`src/rtl/bpsk_pkg.sv`:
```
// Shared BPSK definitions: default stream geometry, accumulator sizing
// and the demodulator state encoding.
package bpsk_pkg;

    localparam int DEF_SAMPLE_NUMBER = 256;
    localparam int DEF_SAMPLE_WIDTH  = 12;
    localparam int DEF_DATA_WIDTH    = 12;

    typedef enum logic {
        IDLE,
        ACQ
    } state_t;

    // One period of full-scale samples plus a sign bit cannot overflow.
    function automatic int acc_width(input int n, input int w);
        return w + $clog2(n) + 1;
    endfunction

endpackage

```
`src/rtl/bpsk_correlator.sv`:
```
// Integrate-and-dump against the carrier sign; decides one bit per period.
// A clear restarts the period with the current sample taken as k=0.
module bpsk_correlator
    import bpsk_pkg::*;
#(
    parameter int SAMPLE_NUMBER = DEF_SAMPLE_NUMBER,
    parameter int SAMPLE_WIDTH  = DEF_SAMPLE_WIDTH,
    parameter int THRESHOLD     = 4096
) (
    input  logic                           clk,
    input  logic                           arst,
    input  logic                           i_en,
    input  logic                           i_clear,
    input  logic signed [SAMPLE_WIDTH-1:0] i_sample,
    output logic                           o_bit,
    output logic                           o_weak,
    output logic                           o_done
);

    localparam int KW = $clog2(SAMPLE_NUMBER);
    localparam int AW = acc_width(SAMPLE_NUMBER, SAMPLE_WIDTH);

    logic        [KW-1:0] r_k;
    logic signed [AW-1:0] r_acc;
    logic signed [AW-1:0] w_ext;
    logic signed [AW-1:0] w_base;
    logic signed [AW-1:0] w_next;
    logic        [AW-1:0] w_abs;

    always_comb begin
        w_ext  = {{(AW-SAMPLE_WIDTH){i_sample[SAMPLE_WIDTH-1]}}, i_sample};
        w_base = i_clear ? '0 : r_acc;
        // First half of the period correlates with +1, second half with -1.
        if (i_clear || !r_k[KW-1]) begin
            w_next = w_base + w_ext;
        end else begin
            w_next = w_base - w_ext;
        end
        w_abs = w_next[AW-1] ? -w_next : w_next;
    end

    assign o_done = i_en & ~i_clear & (&r_k);
    assign o_bit  = ~w_next[AW-1] & (|w_next);
    assign o_weak = w_abs < AW'(THRESHOLD);

    always_ff @(posedge clk or posedge arst) begin
        if (arst) begin
            r_k   <= '0;
            r_acc <= '0;
        end else if (i_en) begin
            if (i_clear) begin
                r_k   <= KW'(1);
                r_acc <= w_next;
            end else begin
                r_k   <= r_k + KW'(1);
                r_acc <= o_done ? '0 : w_next;
            end
        end
    end

endmodule

```
`src/rtl/bpsk_demodulator.sv`:
```
// Coherent BPSK receiver: frames correlator bit decisions into a codeword,
// handling start-of-frame, mid-frame restarts and confidence tracking.
module bpsk_demodulator
    import bpsk_pkg::*;
#(
    parameter int SAMPLE_NUMBER = DEF_SAMPLE_NUMBER,
    parameter int SAMPLE_WIDTH  = DEF_SAMPLE_WIDTH,
    parameter int DATA_WIDTH    = DEF_DATA_WIDTH,
    parameter int THRESHOLD     = 4096
) (
    input  logic                           clk,
    input  logic                           arst,
    input  logic                           en,
    input  logic                           sof,
    input  logic signed [SAMPLE_WIDTH-1:0] sample,
    output logic        [DATA_WIDTH-1:0]   q,
    output logic                           dv,
    output logic                           low_conf,
    output logic                           err
);

    localparam int CW = $clog2(DATA_WIDTH);

    state_t                r_state;
    logic [CW-1:0]         r_cnt;
    logic [DATA_WIDTH-2:0] r_sr;
    logic                  r_weak;

    logic                  w_sof;
    logic                  w_cen;
    logic                  w_bit;
    logic                  w_weak;
    logic                  w_done;
    logic [DATA_WIDTH-1:0] w_word;

    assign w_sof  = en & sof;
    assign w_cen  = en & (sof | (r_state == ACQ));
    assign w_word = {r_sr, w_bit};

    bpsk_correlator #(
        .SAMPLE_NUMBER(SAMPLE_NUMBER),
        .SAMPLE_WIDTH (SAMPLE_WIDTH),
        .THRESHOLD    (THRESHOLD)
    ) u_corr (
        .clk     (clk),
        .arst    (arst),
        .i_en    (w_cen),
        .i_clear (w_sof),
        .i_sample(sample),
        .o_bit   (w_bit),
        .o_weak  (w_weak),
        .o_done  (w_done)
    );

    always_ff @(posedge clk or posedge arst) begin
        if (arst) begin
            r_state  <= IDLE;
            r_cnt    <= '0;
            r_sr     <= '0;
            r_weak   <= 1'b0;
            q        <= '0;
            dv       <= 1'b0;
            low_conf <= 1'b0;
            err      <= 1'b0;
        end else begin
            dv  <= 1'b0;
            err <= 1'b0;
            // A qualified sof always restarts; it only counts as an error mid-frame.
            if (w_sof) begin
                err     <= (r_state == ACQ);
                r_state <= ACQ;
                r_cnt   <= '0;
                r_sr    <= '0;
                r_weak  <= 1'b0;
            end else if (w_done) begin
                r_sr   <= w_word[DATA_WIDTH-2:0];
                r_weak <= r_weak | w_weak;
                if (r_cnt == CW'(DATA_WIDTH-1)) begin
                    r_state  <= IDLE;
                    r_cnt    <= '0;
                    q        <= w_word;
                    low_conf <= r_weak | w_weak;
                    dv       <= 1'b1;
                end else begin
                    r_cnt <= r_cnt + CW'(1);
                end
            end
        end
    end

endmodule

```
`config.mk`:
```
export PLATFORM = sky130hd
export DESIGN_NAME = bpsk_demodulator
export DESIGN_NICKNAME = d
export VERILOG_FILES = /design/src/rtl/bpsk_pkg.sv /design/src/rtl/bpsk_correlator.sv /design/src/rtl/bpsk_demodulator.sv
export SDC_FILE = /design/constraint.sdc
export NUM_CORES = 1
export LEC_CHECK = 0
export ABC_AREA = 1
export BUFFER_PORTS_ARGS = -buffer_cell sky130_fd_sc_hd__buf_2
export CAP_MARGIN = 20
export CORE_MARGIN = 8
export CORE_UTILIZATION = 30
export DETAILED_ROUTE_END_ITERATION = 8
export GPL_TIMING_DRIVEN = 0
export SYNTH_ARGS = -nofsm -noshare
export SYNTH_HDL_FRONTEND = slang
export SYNTH_SLANG_ARGS = --single-unit
```
`constraint.sdc`:
```
create_clock -name clk -period 3.5 [get_ports clk]
set_clock_uncertainty 0.2 [all_clocks]
set_input_delay 0.7 -clock clk [delete_from_list [all_inputs] [get_ports clk]]
set_output_delay 0.7 -clock clk [all_outputs]
set_load 0.005 [all_outputs]
```
== After elaboration in Yosys (flattened, before gate mapping) ==
Index checks and enable logic that the tools add are counted.
Storage, ports and cells
  output and inout port bits: 15
  register bits after elaboration: 61
Cells by class
  add/subtract/negate cells: 5
  bitwise logic cells: 9
  $lt $le $gt $ge: 1
  equality and inequality tests: 1
  mux-type cells: 20
  reductions and logical operators: 8
Operators with widths (count)
  $mux W21: 5
  $mux W11: 2
  $add A21 B12 Y21: 1
  $lt A21 B13 Y1 const B: 1
  $neg A21 Y21: 1
  $reduce_or A21 Y1: 1
  $sub A21 B12 Y21: 1
  $mux W4: 3
  $mux W1: 9
  $add A8 B1 Y8 const B: 1
  $mux W8: 1
  $reduce_and A8 Y1: 1
  $and A1 B1 Y1: 5
  $add A4 B1 Y4 const B: 1
  $eq A4 B4 Y1 const B: 1
  $reduce_bool A2 Y1: 2
  $reduce_and A3 Y1: 1
  $not A1 Y1: 2
  $or A1 B1 Y1: 2
  $reduce_and A2 Y1: 1
  $logic_not A1 Y1: 1
  $logic_or A1 B1 Y1: 1

== Longest topological paths before layout ==
Gate-level depths: netlist (run 1).
  depth in word-level cells: 10
  mapped depth: 31

== By module ==
From an unflattened synthesis (run 1), not the netlist that was laid out.
Second synthesis, totals
  cell total of the unflattened synthesis: 701
  area, all modules: 4718.3 µm²
Modules (own cells, without submodules)
  bpsk_correlator: instances 1, cells an instance 576, area an instance 3418.3 µm²
  bpsk_demodulator: instances 1, cells an instance 125, area an instance 1300.0 µm²

== Worst setup path before layout (run 1) ==
No wires, ideal clock.
  kind: input to register
  start point: input port sample[1]
  end point: register low_conf
  setup slack: -0.070 ns
  stages on the path: 25
  setup time: 0.065 ns
  data arrival time: 3.306 ns
  path through: nor3_1 > nand2_1 > nor3_1 > a31oi_1 > xor2_1 > ha_1 > nand2_1 > inv_1 > a21oi_1 > nand2_1 > nand2_1 > nand3_1 > nand3_1 > nand2_4 > inv_6 > nand2_4 > nand2_1 > nand2_1 > nand2_1 > nand2_1 > nor2_2 > nand3_2 > nand2_1 > nand2_1 > nand2_1
Between the ends
  longest elaborated chain between the ends: 6
  elaborated cells between the ends (all ways): 7
RTL lines
  start, declared: line bpsk_demodulator.sv:15  | input logic signed [SAMPLE_WIDTH-1:0] sample,
  $sub A21 B12 Y21 / $add A21 B12 Y21 (equally long branches): line bpsk_correlator.sv:37, bpsk_correlator.sv:35
  $mux W21 *: line bpsk_correlator.sv:34  | if (i_clear || !r_k[KW-1]) begin
  $neg A21 Y21: line bpsk_correlator.sv:39  | w_abs = w_next[AW-1] ? -w_next : w_next;
  $mux W21 *: line bpsk_correlator.sv:39
  $lt A21 B13 Y1 *: line bpsk_correlator.sv:44  | assign o_weak = w_abs < AW'(THRESHOLD);
  $or A1 B1 Y1 *: line bpsk_demodulator.sv:82  | low_conf <= r_weak | w_weak;
  end signal, assigned: line bpsk_demodulator.sv:82
  end, declared: line bpsk_demodulator.sv:18  | output logic low_conf,
Every way passes the cells marked *; elsewhere a longest branch is shown, timed or not.
A chain may end at the register's enable or synchronous reset.

== Final worst setup path (run 1) ==
Ends and elaborated chain as after synthesis.

==> out/metrics.yaml, run 1 <==
period_share_pct: 105
place_ws_ps: -786
netlist_area_sq_mm: 0.00469
number_of_antenna_violations_at_the_first_check_in_global_routing: 0
grt.total_usage_pct: 12.6
route.detailed.drc: 0
detailed_place_hpwl_mm: 9.06
synthCells: 706
synth-main-ff-cell: "dfrtp_1"
viasPerCell: 4.68
slowest_stage_cell_cp: "ha_4"
synth_sequential_area_ratio_pct: 32.5
num_io_pins: 31
clock-sinks: 61
slew_headroom_pct: 51.3
cap_violations: 0
antenna_cells: 0
timing.hold.worst.class: "reg2reg"
critPathCaptureType: "flop"
synth_warnings: 0
nets: 817
result_of_the_run: "finished, violations left"
placedInstanceArea_sq_mm: 0.00514
design.die.area_sq_mm: 0.0199
synthTopCellsByArea: "dfrtp_1 33%, nand2_1 16%, inv_1 9.8%"
final-instance-count-excl-fill: 993
final.min_clock_period_ps: 3680
area_growth_pct: 36.0
die-height_microns: 141
hold_depth: 2
worst-r2r-cell-count: 25
critical_path_arrival_ps: 3740
die_width_microns: 141
grt_setup_unrepaired: "yes"
r2r_slack_ps: 100
synth_compound_area_share_pct: 10.3
numPortBuffers: 30
setup.worst_path.start: "sample[1]"
net_count_after_synthesis: 746
root_buffer: "clkbuf_16"
synth.lib_cells_used.distinct: 39
fin_area_sq_mm: 0.00638
synth.ff_latch_count: 61
clk_path_buf_depth: 2
drive_gt1_share_pct: 33.1
synth.top_cell.area_share_pct: 32.5
global_route_wire_length_before_repair_mm: 20.8
h_tree_depth_reported_by_cts: 3
clock_tree_from_tritoncts: "built"
timing.critical_path.slowest_cell_delay_ps: 300
timing.final.max_slew_violations: 0
muxShareOfSynthArea_pct: 0
clkSlewWorstSetupHoldPaths_ps: 50
clock_insertion_delay_worst_skew_ps: 330
synth_simple_gate_area_share_pct: 36.9
core_area_sq_mm: 0.0153
synth_xor_area_share_pct: 2.24
largest_fanout_on_the_critical_path: 9
drt_pre_antenna_iters: 4
worst_r2r_endpoint: "low_conf"
violations_in_the_final_reports: "negative setup slack"
largest_net_degree_at_the_start_of_global_routing: 35
drc_marker_count_from_the_first_detailed_route_iteration: 260
timing.critical_path.from_type: "primary input"
tightest_slew_ps: 730
final_setup_violations: 2
worstPathBufferInverterCount: 4
antenna_violation_net_count_after_detailed_routing: 0
worst-path-stages: 26
via_count: 4643
cts_inserted_buffers: 9
final_estimated_routing_congestion_in_global_placement: 0.819
r2r_start: "u_corr.r_k[7]"
starting_density_of_the_core_pct: 30.7
grt_pass1_vias: 4596
areal_power_density_over_the_cells_mw_per_mm2: 740
timing_hold_violations_final: 0
grt_remaining_overflow: 0
placed_cells_incl_taps: 948
detail_route.wl_per_cell_microns: 12.8
critPathCapture: "low_conf"
timing.final.ws_setup_ps: -180
num_rows: 45
critical-path-top-delay-family: "simple AND/OR/NAND/NOR gates"
drt-total-wl_mm: 12.7
postSynthAreaPerCell_sq_um: 6.64
synthArstFlopShare_pct: 100
vdd.ir_drop.worst_uv: 286
largest_family_of_logic_cells_by_synthesized_area: "simple AND/OR/NAND/NOR gates"
synth_edf_count: 0
synth_fa_ha_area_share_pct: 6.56
class_of_the_most_critical_setup_path: "in2reg"
required_time_at_the_worst_slack_endpoint_ps: 3560
timing.fmax_mhz: 272
power.leakage_nw: 3.11
synthDominantAreaCellType: "dfrtp_1"
cts_hold_buf: 0
==> cell usage after synthesis (2+ instances only) <==
master,count
dfrtp_1,61
xnor2_1,2
nand3b_1,6
nor4_1,2
clkbuf_1,8
nand2_4,4
buf_1,2
ha_1,23
o21ai_0,24
o22ai_1,30
nor2_2,11
nand2_2,13
nor2_1,63
nand4_1,9
nor2_4,3
nand3_2,5
inv_2,5
nand2_1,199
nand3_1,51
nor3_1,12
inv_1,123
nor3b_1,2
a21oi_1,23
xor2_1,10
==> repair_timing <==
action | 4_1_cts | 5_1_grt
pin swaps | 13 | 60
endpoints found under the hold margin | 0 | 0
endpoints found under the setup margin | 4 | 4
buffers inserted | 15 | 14
gates resized for setup | 54 | 132
==> metrics by stage <==
stage | total power (W) | TNS (ps) | utilization (%) | hold slack, ps
after floorplan | 0.00256 | 0 | - | 267
after global placement | 0.00297 | -3110 | 33.5 | 261
after detailed placement | 0.00300 | -3130 | 33.7 | 268
after CTS | 0.00421 | -102 | 37.9 | 281
after global routing | 0.00512 | -691 | 41.8 | 304
final | 0.00472 | -306 | 41.8 | 274
==> placed cells by master (no fill, tap or decap), types with 7 or more instances in the layout <==
cell type | Yosys | final
clkbuf_16 | 0 | 9
nand3_2 | 5 | 17
nor3_1 | 12 | 7
nand2_2 | 13 | 49
a21oi_2 | 1 | 10
dfrtp_1 | 61 | 61
inv_1 | 123 | 107
nor2_1 | 63 | 53
clkbuf_1 | 8 | 8
nand3_1 | 51 | 38
nor2_4 | 3 | 13
buf_4 | 0 | 27
o21ai_0 | 24 | 21
o22ai_1 | 30 | 30
ha_4 | 0 | 13
a21oi_1 | 23 | 12
nor2_2 | 11 | 11
nand4_1 | 9 | 9
nand2_4 | 4 | 20
buf_2 | 1 | 29
inv_2 | 5 | 19
nand2_1 | 199 | 147
==> cell families after synthesis <==
logic type	count (synthesis)
and+or+nand+nor	383
adders and majority gates	24
buffers and inverters	141
xor gates and xnor gates	12
DFF	61
AOI/OAI and AO/OA	85
==> power breakdown <==
group	total, W	leakage, nW	internal, W	switching, W
clock network	0.000882	0.140	0.000567	0.000315
logic	0.00297	2.17	0.00115	0.00182
registers	0.000866	0.799	0.000830	0.0000363
==> worst min path at each step <==
| stage | start | end |
|---|---|---|
| floorplan | u_corr.r_k[0] | u_corr.r_k[0] |
| global placement | q[0] | q[0] |
| detailed placement | q[10] | q[10] |
| CTS | q[10] | q[10] |
| global route | q[0] | q[0] |
| finish | q[10] | q[10] |
==> final cells by class <==
| cell class | count | area, sq um |
|---|---|---|
| flip-flops and latches | 61 | 1530 |
| clock buffers | 10 | 239 |
| well taps | 211 | 264 |
| plain buffers | 11 | 50.0 |
| clock inverters | 6 | 62.6 |
| inverters | 130 | 505 |
| repair buffers | 60 | 412 |
| multi-input cells | 504 | 3320 |
| fillers | 1559 | 8880 |
==> tightest hold or removal path, stage by stage (launching register included) <==
cell and delay (ps):
dfrtp_1 330, nand2_1 50, o21ai_0 50
==> flip-flops by register name, indices dropped and copies added (netlist names) <==
signal        count
dv                1
err               1
low_conf          1
q                12
r_cnt             4
r_sr             11
r_state           1
r_weak            1
u_corr.r_acc     21
u_corr.r_k        8
==> routing by layer <==
| layer | GRT usage, % | part of all wire [%] | vias to the layer above |
|---|---|---|---|
| met2 | 20.7 | 47 | 60 |
| met1 | 16.4 | 49 | 2191 |
| li1 | - | - | 2386 |
| met5 | 0 | 0 | - |
| met4 | 4.24 | 0.87 | 0 |
| met3 | 2.30 | 3.2 | 6 |
Note: power is estimated with default switching activity, not from simulation.
==> inputs of run 2 (changes only) <==
- CORE_UTILIZATION: 30 -> 35
- clock period: 3.5 -> 3.1 ns (I/O delays scaled with it)
==> out/metrics.yaml, run 2 (synthesized netlist as in run 1, its figures left out) <==
share_seq_of_total_power_pct: 17.9  # -0.4 points
timing.final.max_slew_violations: 0  # unchanged
largest_net_degree_at_the_start_of_global_routing: 39  # +11%
cts_inserted_buffers: 9  # unchanged
worst-r2r-cell-count: 26  # +4.0%
groute.layer.met2.usage_pct: 21.8  # +1.1 points
clkSlewWorstSetupHoldPaths_ps: 50  # about the same
period_share_pct: 113
viasPerCell: 4.76  # +1.8%
number_of_antenna_violations_at_the_first_check_in_global_routing: 0  # unchanged
detail_route.wl_per_cell_microns: 12.8  # +0.35%
nets: 826  # +1.1%
final_common_cell: "nand2_1"
final_setup_violations: 4  # +2
largest_fanout_on_the_critical_path: 5  # -4
power.clock.fraction_pct: 21.1  # +2.4 points
num_io_pins: 31  # unchanged
final-instance-count-excl-fill: 967  # -2.6%
area_growth_pct: 35.3
timing.critical_path.from_type: "primary input"
place_ws_ps: -1040  # -250 ps
worst_r2r_endpoint: "low_conf"
largest_register: "u_corr.r_acc"
cts_hold_buf: 0  # unchanged
grt_pass1_vias: 4472  # -2.7%
critical_path_arrival_ps: 3570  # -170 ps
die_width_microns: 132  # -6.6%
antenna_violation_net_count_after_detailed_routing: 0  # unchanged
cap_violations: 0  # unchanged
result_of_the_run: "finished, violations left"
grt_setup_unrepaired: "yes"
comb_power_share_pct: 60.9  # -2.1 points
design.die.area_sq_mm: 0.0174  # -13%
power.leakage_nw: 3.18  # +2.0%
power.net_switching_w: 0.00239  # +10%
timing.hold.worst.class: "in2async"
tightest_slew_ps: 531  # -199 ps
die-height_microns: 132  # -6.6%
drive_gt1_share_pct: 31.9  # -1.3 points
numPortBuffers: 30  # unchanged
vdd.ir_drop.worst_uv: 310  # +8.6%
areal_power_density_over_the_cells_mw_per_mm2: 862  # +16%
grt.total_usage_pct: 14.3  # +1.6 points
clock_insertion_delay_worst_skew_ps: 330  # about the same
grt_use_met3_pct: 3.01  # +0.71 points
timing_hold_violations_final: 0  # unchanged
largest_reg_flops: 21  # unchanged
mostFrequentLayoutCells: "151 x nand2_1, 110 x inv_1, 61 x dfrtp_1"
core_area_sq_mm: 0.0132  # -14%
grt_remaining_overflow: 0  # unchanged
class_of_the_most_critical_setup_path: "in2reg"
detailed_place_hpwl_mm: 9.02  # -0.45%
violations_in_the_final_reports: "negative setup slack"
drt-total-wl_mm: 12.4  # -2.3%
fin_hold_ws_ps: 129  # -145 ps
grt_busiest_layer: "met2"
slew_headroom_pct: 64.6  # +13 points
num_rows: 42  # -6.7%
r2r_slack_ps: -270  # -370 ps
reg_top3: "u_corr.r_acc: 21 flops, q: 12 flops, r_sr: 11 flops"
drc_marker_count_from_the_first_detailed_route_iteration: 374  # +44%
power.switching_fraction_pct: 43.8  # -2.4 points
timing.final.ws_setup_ps: -398  # -218 ps
critPathCaptureType: "flop"
drt_pre_antenna_iters: 4  # unchanged
placed_cells_incl_taps: 913  # -3.7%
antenna_cells: 0  # unchanged
grt.met1_usage_pct: 19.3  # +2.9 points
power.internal_w: 0.00308  # +21%
required_time_at_the_worst_slack_endpoint_ps: 3170  # -390 ps
clk_path_buf_depth: 2  # unchanged
final.min_clock_period_ps: 3500
final_core_utilization_pct: 48.1  # +6.3 points
via_count: 4602  # -0.88%
clock-sinks: 61  # unchanged
h_tree_depth_reported_by_cts: 3  # unchanged
final_estimated_routing_congestion_in_global_placement: 0.836  # +2.0%
r2r_start: "u_corr.r_k[7]"
starting_density_of_the_core_pct: 35.6  # +4.8 points
route.detailed.drc: 0  # unchanged
clock_tree_from_tritoncts: "built"
root_buffer: "clkbuf_16"
timing.fmax_mhz: 286
global_route_wire_length_before_repair_mm: 20.7  # -0.63%
## run 2: timing repair
| item | 4_1_cts | 5_1_grt |
|---|---|---|
| pin swaps | 30 | 47 |
| endpoints found under the setup margin | 4 | 8 |
| setup buffers | 19 | 19 |
| gates resized for setup | 61 | 85 |
## run 2: cell type report
cell class	instances	area, sq um
inverter	130	508
timing repair buffer	69	478
fill	1319	6840
clock inverter	4	95.1
sequential	61	1530
clock buffer	12	246
buffer	11	46.3
multi-input combinational	504	3230
tap	176	220
## run 2: metrics by stage
| step | TNS, ps | power [W] | area (sq um) |
|---|---|---|---|
| after floorplan | -451 | 0.00297 | 4780 |
| after global placement | -7140 | 0.00344 | 5150 |
| after detailed placement | -6690 | 0.00347 | 5170 |
| after CTS | -749 | 0.00499 | 5900 |
| after global routing | -2070 | 0.00590 | 6350 |
| final | -918 | 0.00547 | 6350 |
## run 2: how the worst max path moves through the flow
stage | from | endpoint | cells past startpoint
finish | sample[1] | low_conf | 28
global route | sample[1] | low_conf | 28
CTS | sample[1] | low_conf | 26
detailed placement | en | low_conf | 28
global placement | en | low_conf | 28
floorplan | sample[1] | low_conf | 27
## run 2: critical path, cell delays in order
cell	delay, ps
buf_6	100
inv_2	60
ha_4	150
nand2_4	60
nor2_4	170
inv_2	60
o21ai_2	140
xor2_1	180
inv_1	100
ha_4	280
nand2_4	100
inv_2	60
a21oi_4	170
nor2_1	70
nor2_1	140
nand2_1	80
nand2_2	90
nand2_4	70
nand4_1	90
nor2_2	50
buf_4	130
o21bai_1	130
nand2_1	80
nor2_2	110
nand3_2	80
nand2_1	90
nand2_1	50
nand2_1	60
## run 2: power by group through the flow
stage | Sequential [W] | Combinational, W | Clock [W]
finish | 0.000982 | 0.00333 | 0.00116
global route | 0.000992 | 0.00369 | 0.00122
CTS | 0.000982 | 0.00283 | 0.00118
detailed placement | 0.000991 | 0.00248 | 0
global placement | 0.000985 | 0.00246 | 0
floorplan | 0.000979 | 0.00199 | 0
## run 2: per-layer routing
layer  routed length (microns)  up-vias
met5                         0        -
met4                       231        0
met3                       407       23
met2                      5690       78
met1                      6090     2094
li1                          -     2407
==> inputs of run 3 (changes only) <==
- CORE_UTILIZATION: 35 -> 56
- CTS_CLUSTER_DIAMETER: default -> 200
- PLACE_DENSITY: default -> 0.78
==> out/metrics.yaml, run 3 (synthesized netlist as in run 1, its figures left out) <==
drt-total-wl_mm: 12.6  # +1.4%
crit_top_cell: "nand2_2"
layout.filler_cells: 627  # -52%
largest_net_degree_at_the_start_of_global_routing: 47  # +21%
timing.critical_path.slowest_cell_delay_ps: 330  # +50 ps
largest_register: "u_corr.r_acc"
number_of_antenna_violations_at_the_first_check_in_global_routing: 0  # unchanged
placed_cells_incl_taps: 842  # -7.8%
clock_insertion_delay_worst_skew_ps: 340  # about the same
num_io_pins: 31  # unchanged
route.detailed.drc: 0  # unchanged
final-instance-count-excl-fill: 885  # -8.5%
slew_headroom_pct: 68.8  # +4.2 points
final.min_clock_period_ps: 3610  # +113 ps
detail_route.wl_per_cell_microns: 14.2  # +11%
violations_in_the_final_reports: "negative setup slack"
clock-sinks: 61  # unchanged
vdd.ir_drop.worst_uv: 490  # +58%
timing.fmax_mhz: 277  # -3.1%
grt_setup_unrepaired: "yes"
power.leakage_nw: 3.07  # -3.3%
cts_inserted_buffers: 9  # unchanged
global_route_wire_length_before_repair_mm: 20.6  # -0.27%
h_tree_depth_reported_by_cts: 3  # unchanged
antenna_violation_net_count_after_detailed_routing: 0  # unchanged
timing.final.ws_setup_ps: -511  # -113 ps
die-height_microns: 108  # -18%
areal_power_density_over_the_cells_mw_per_mm2: 853  # -1.0%
slowest_stage_cell_cp: "ha_4"
grt_pass1_vias: 4653  # +4.0%
reg_top3: "u_corr.r_acc: 21 flops, q: 12 flops, r_sr: 11 flops"
grt_remaining_overflow: 0  # unchanged
drive_gt1_share_pct: 28.8  # -3.0 points
class_of_the_most_critical_setup_path: "in2reg"
viasPerCell: 5.42  # +14%
grt.total_usage_pct: 21.7  # +7.5 points
root_buffer: "clkbuf_8"
final_core_utilization_pct: 73.3  # +25 points
via_count: 4799  # +4.3%
die_width_microns: 108  # -18%
timing.hold.worst.class: "in2async"
critPathCaptureType: "flop"
cap_violations: 0  # unchanged
drt_pre_antenna_iters: 5  # +1
clk_path_buf_depth: 2  # unchanged
final_setup_violations: 4  # unchanged
fin_area_sq_mm: 0.00599  # -5.6%
drc_marker_count_from_the_first_detailed_route_iteration: 280  # -25%
antenna_cells: 0  # unchanged
placedInstanceArea_sq_mm: 0.00508  # -1.7%
area_growth_pct: 27.8
core_area_sq_mm: 0.00818  # -38%
starting_density_of_the_core_pct: 57.4  # +22 points
nets: 815  # -1.3%
numPortBuffers: 30  # unchanged
final_estimated_routing_congestion_in_global_placement: 0.937  # +12%
required_time_at_the_worst_slack_endpoint_ps: 3130  # -40 ps
num_rows: 33  # -21%
timing.critical_path.from_type: "primary input"
timing_hold_violations_final: 0  # unchanged
cts_hold_buf: 0  # unchanged
largest_reg_flops: 21  # unchanged
period_share_pct: 116  # +3.6 points
result_of_the_run: "finished, violations left"
mostFrequentLayoutCells: "159 x nand2_1, 114 x inv_1, 61 x dfrtp_1"
largest_fanout_on_the_critical_path: 4  # -1
design.die.area_sq_mm: 0.0116  # -33%
detailed_place_hpwl_mm: 9.03  # +0.17%
final_common_cell: "nand2_1"
tightest_slew_ps: 468  # -62.6 ps
clock_tree_from_tritoncts: "built"
timing.final.max_slew_violations: 0  # unchanged
clkSlewWorstSetupHoldPaths_ps: 70  # +20 ps
critical_path_arrival_ps: 3640  # +70 ps
==> run 3: cell types whose count changed in the layout (fill, tap and decap cells not counted), moves of 4 or more <==
cell       before  now
clkbuf_8        1   11
clkbuf_16       9    0
buf_4          38   25
inv_1         110  114
nand2_1       151  159
nand2_2        52   44
==> run 3: power by group <==
group          internal [W]  switching (W)  leakage (nW)
Combinational       0.00127        0.00207          2.16
Clock              0.000494       0.000298         0.116
Sequential         0.000936      0.0000452         0.799
Total               0.00270        0.00241          3.07
==> run 3: layout make-up <==
| type | count | area [sq um] | area share, % |
|---|---|---|---|
| multi-input cells | 504 | 3170 | 52.9 |
| flip-flops and latches | 61 | 1530 | 25.5 |
| inverters | 130 | 500 | 8.35 |
| repair buffers | 57 | 389 | 6.49 |
| clock buffers | 12 | 155 | 2.59 |
| well taps | 105 | 131 | 2.19 |
| clock inverters | 4 | 70.1 | 1.17 |
| plain buffers | 11 | 46.3 | 0.772 |
| repair inverters | 1 | 6.26 | 0.104 |
==> run 3: routing by layer <==
layer / track usage [%] / share of wire, % / up-vias
li1: - / - / 2384
met1: 26.5 / 42 / 2216
met2: 37.4 / 49 / 164
met3: 3.35 / 5.6 / 35
met4: 8.82 / 3.0 / 0
met5: 0 / 0 / -
==> run 3: per-stage QoR <==
stage,total power (W),hold WS [ps],TNS (ps),setup slack (ps)
2_1_floorplan,0.00297,267,-451,-230
3_3_place_gp,0.00338,260,-4420,-883
3_5_place_dp,0.00346,268,-5520,-946
4_1_cts,0.00458,47.6,-878,-375
5_1_grt,0.00549,74.6,-2400,-755
6_report,0.00511,49.7,-1390,-511
==> run 3: final timing paths <==
path / from / end / slack [ps] / depth (start not counted)
min in group clk: low_conf / low_conf / 280 / 2
max in group asynchronous: arst / q[6] / 2090 / 3
hold reg to reg: low_conf / low_conf / 280 / 2
hold / removal: arst / u_corr.r_k[7] / 50 / 2
setup / recovery: sample[2] / low_conf / -510 / 25
setup reg to reg: u_corr.r_k[7] / low_conf / -330 / 25
==> run 3: critical path: cells and delay by family <==
| family | cells | cell delay, ps |
|---|---|---|
| AND/OR/NAND/NOR | 18 | 1920 |
| buffers and inverters | 3 | 350 |
| adder cells (fa/ha/maj) | 1 | 330 |
| AO/OA/AOI/OAI | 2 | 210 |
| XOR/XNOR | 1 | 190 |
==> run 3: timing repair <==
action,4_1_cts,5_1_grt
pin swaps,36,45
resized for setup,55,70
cloned,1,0
endpoints found under the setup margin,4,9
buffers inserted,16,10
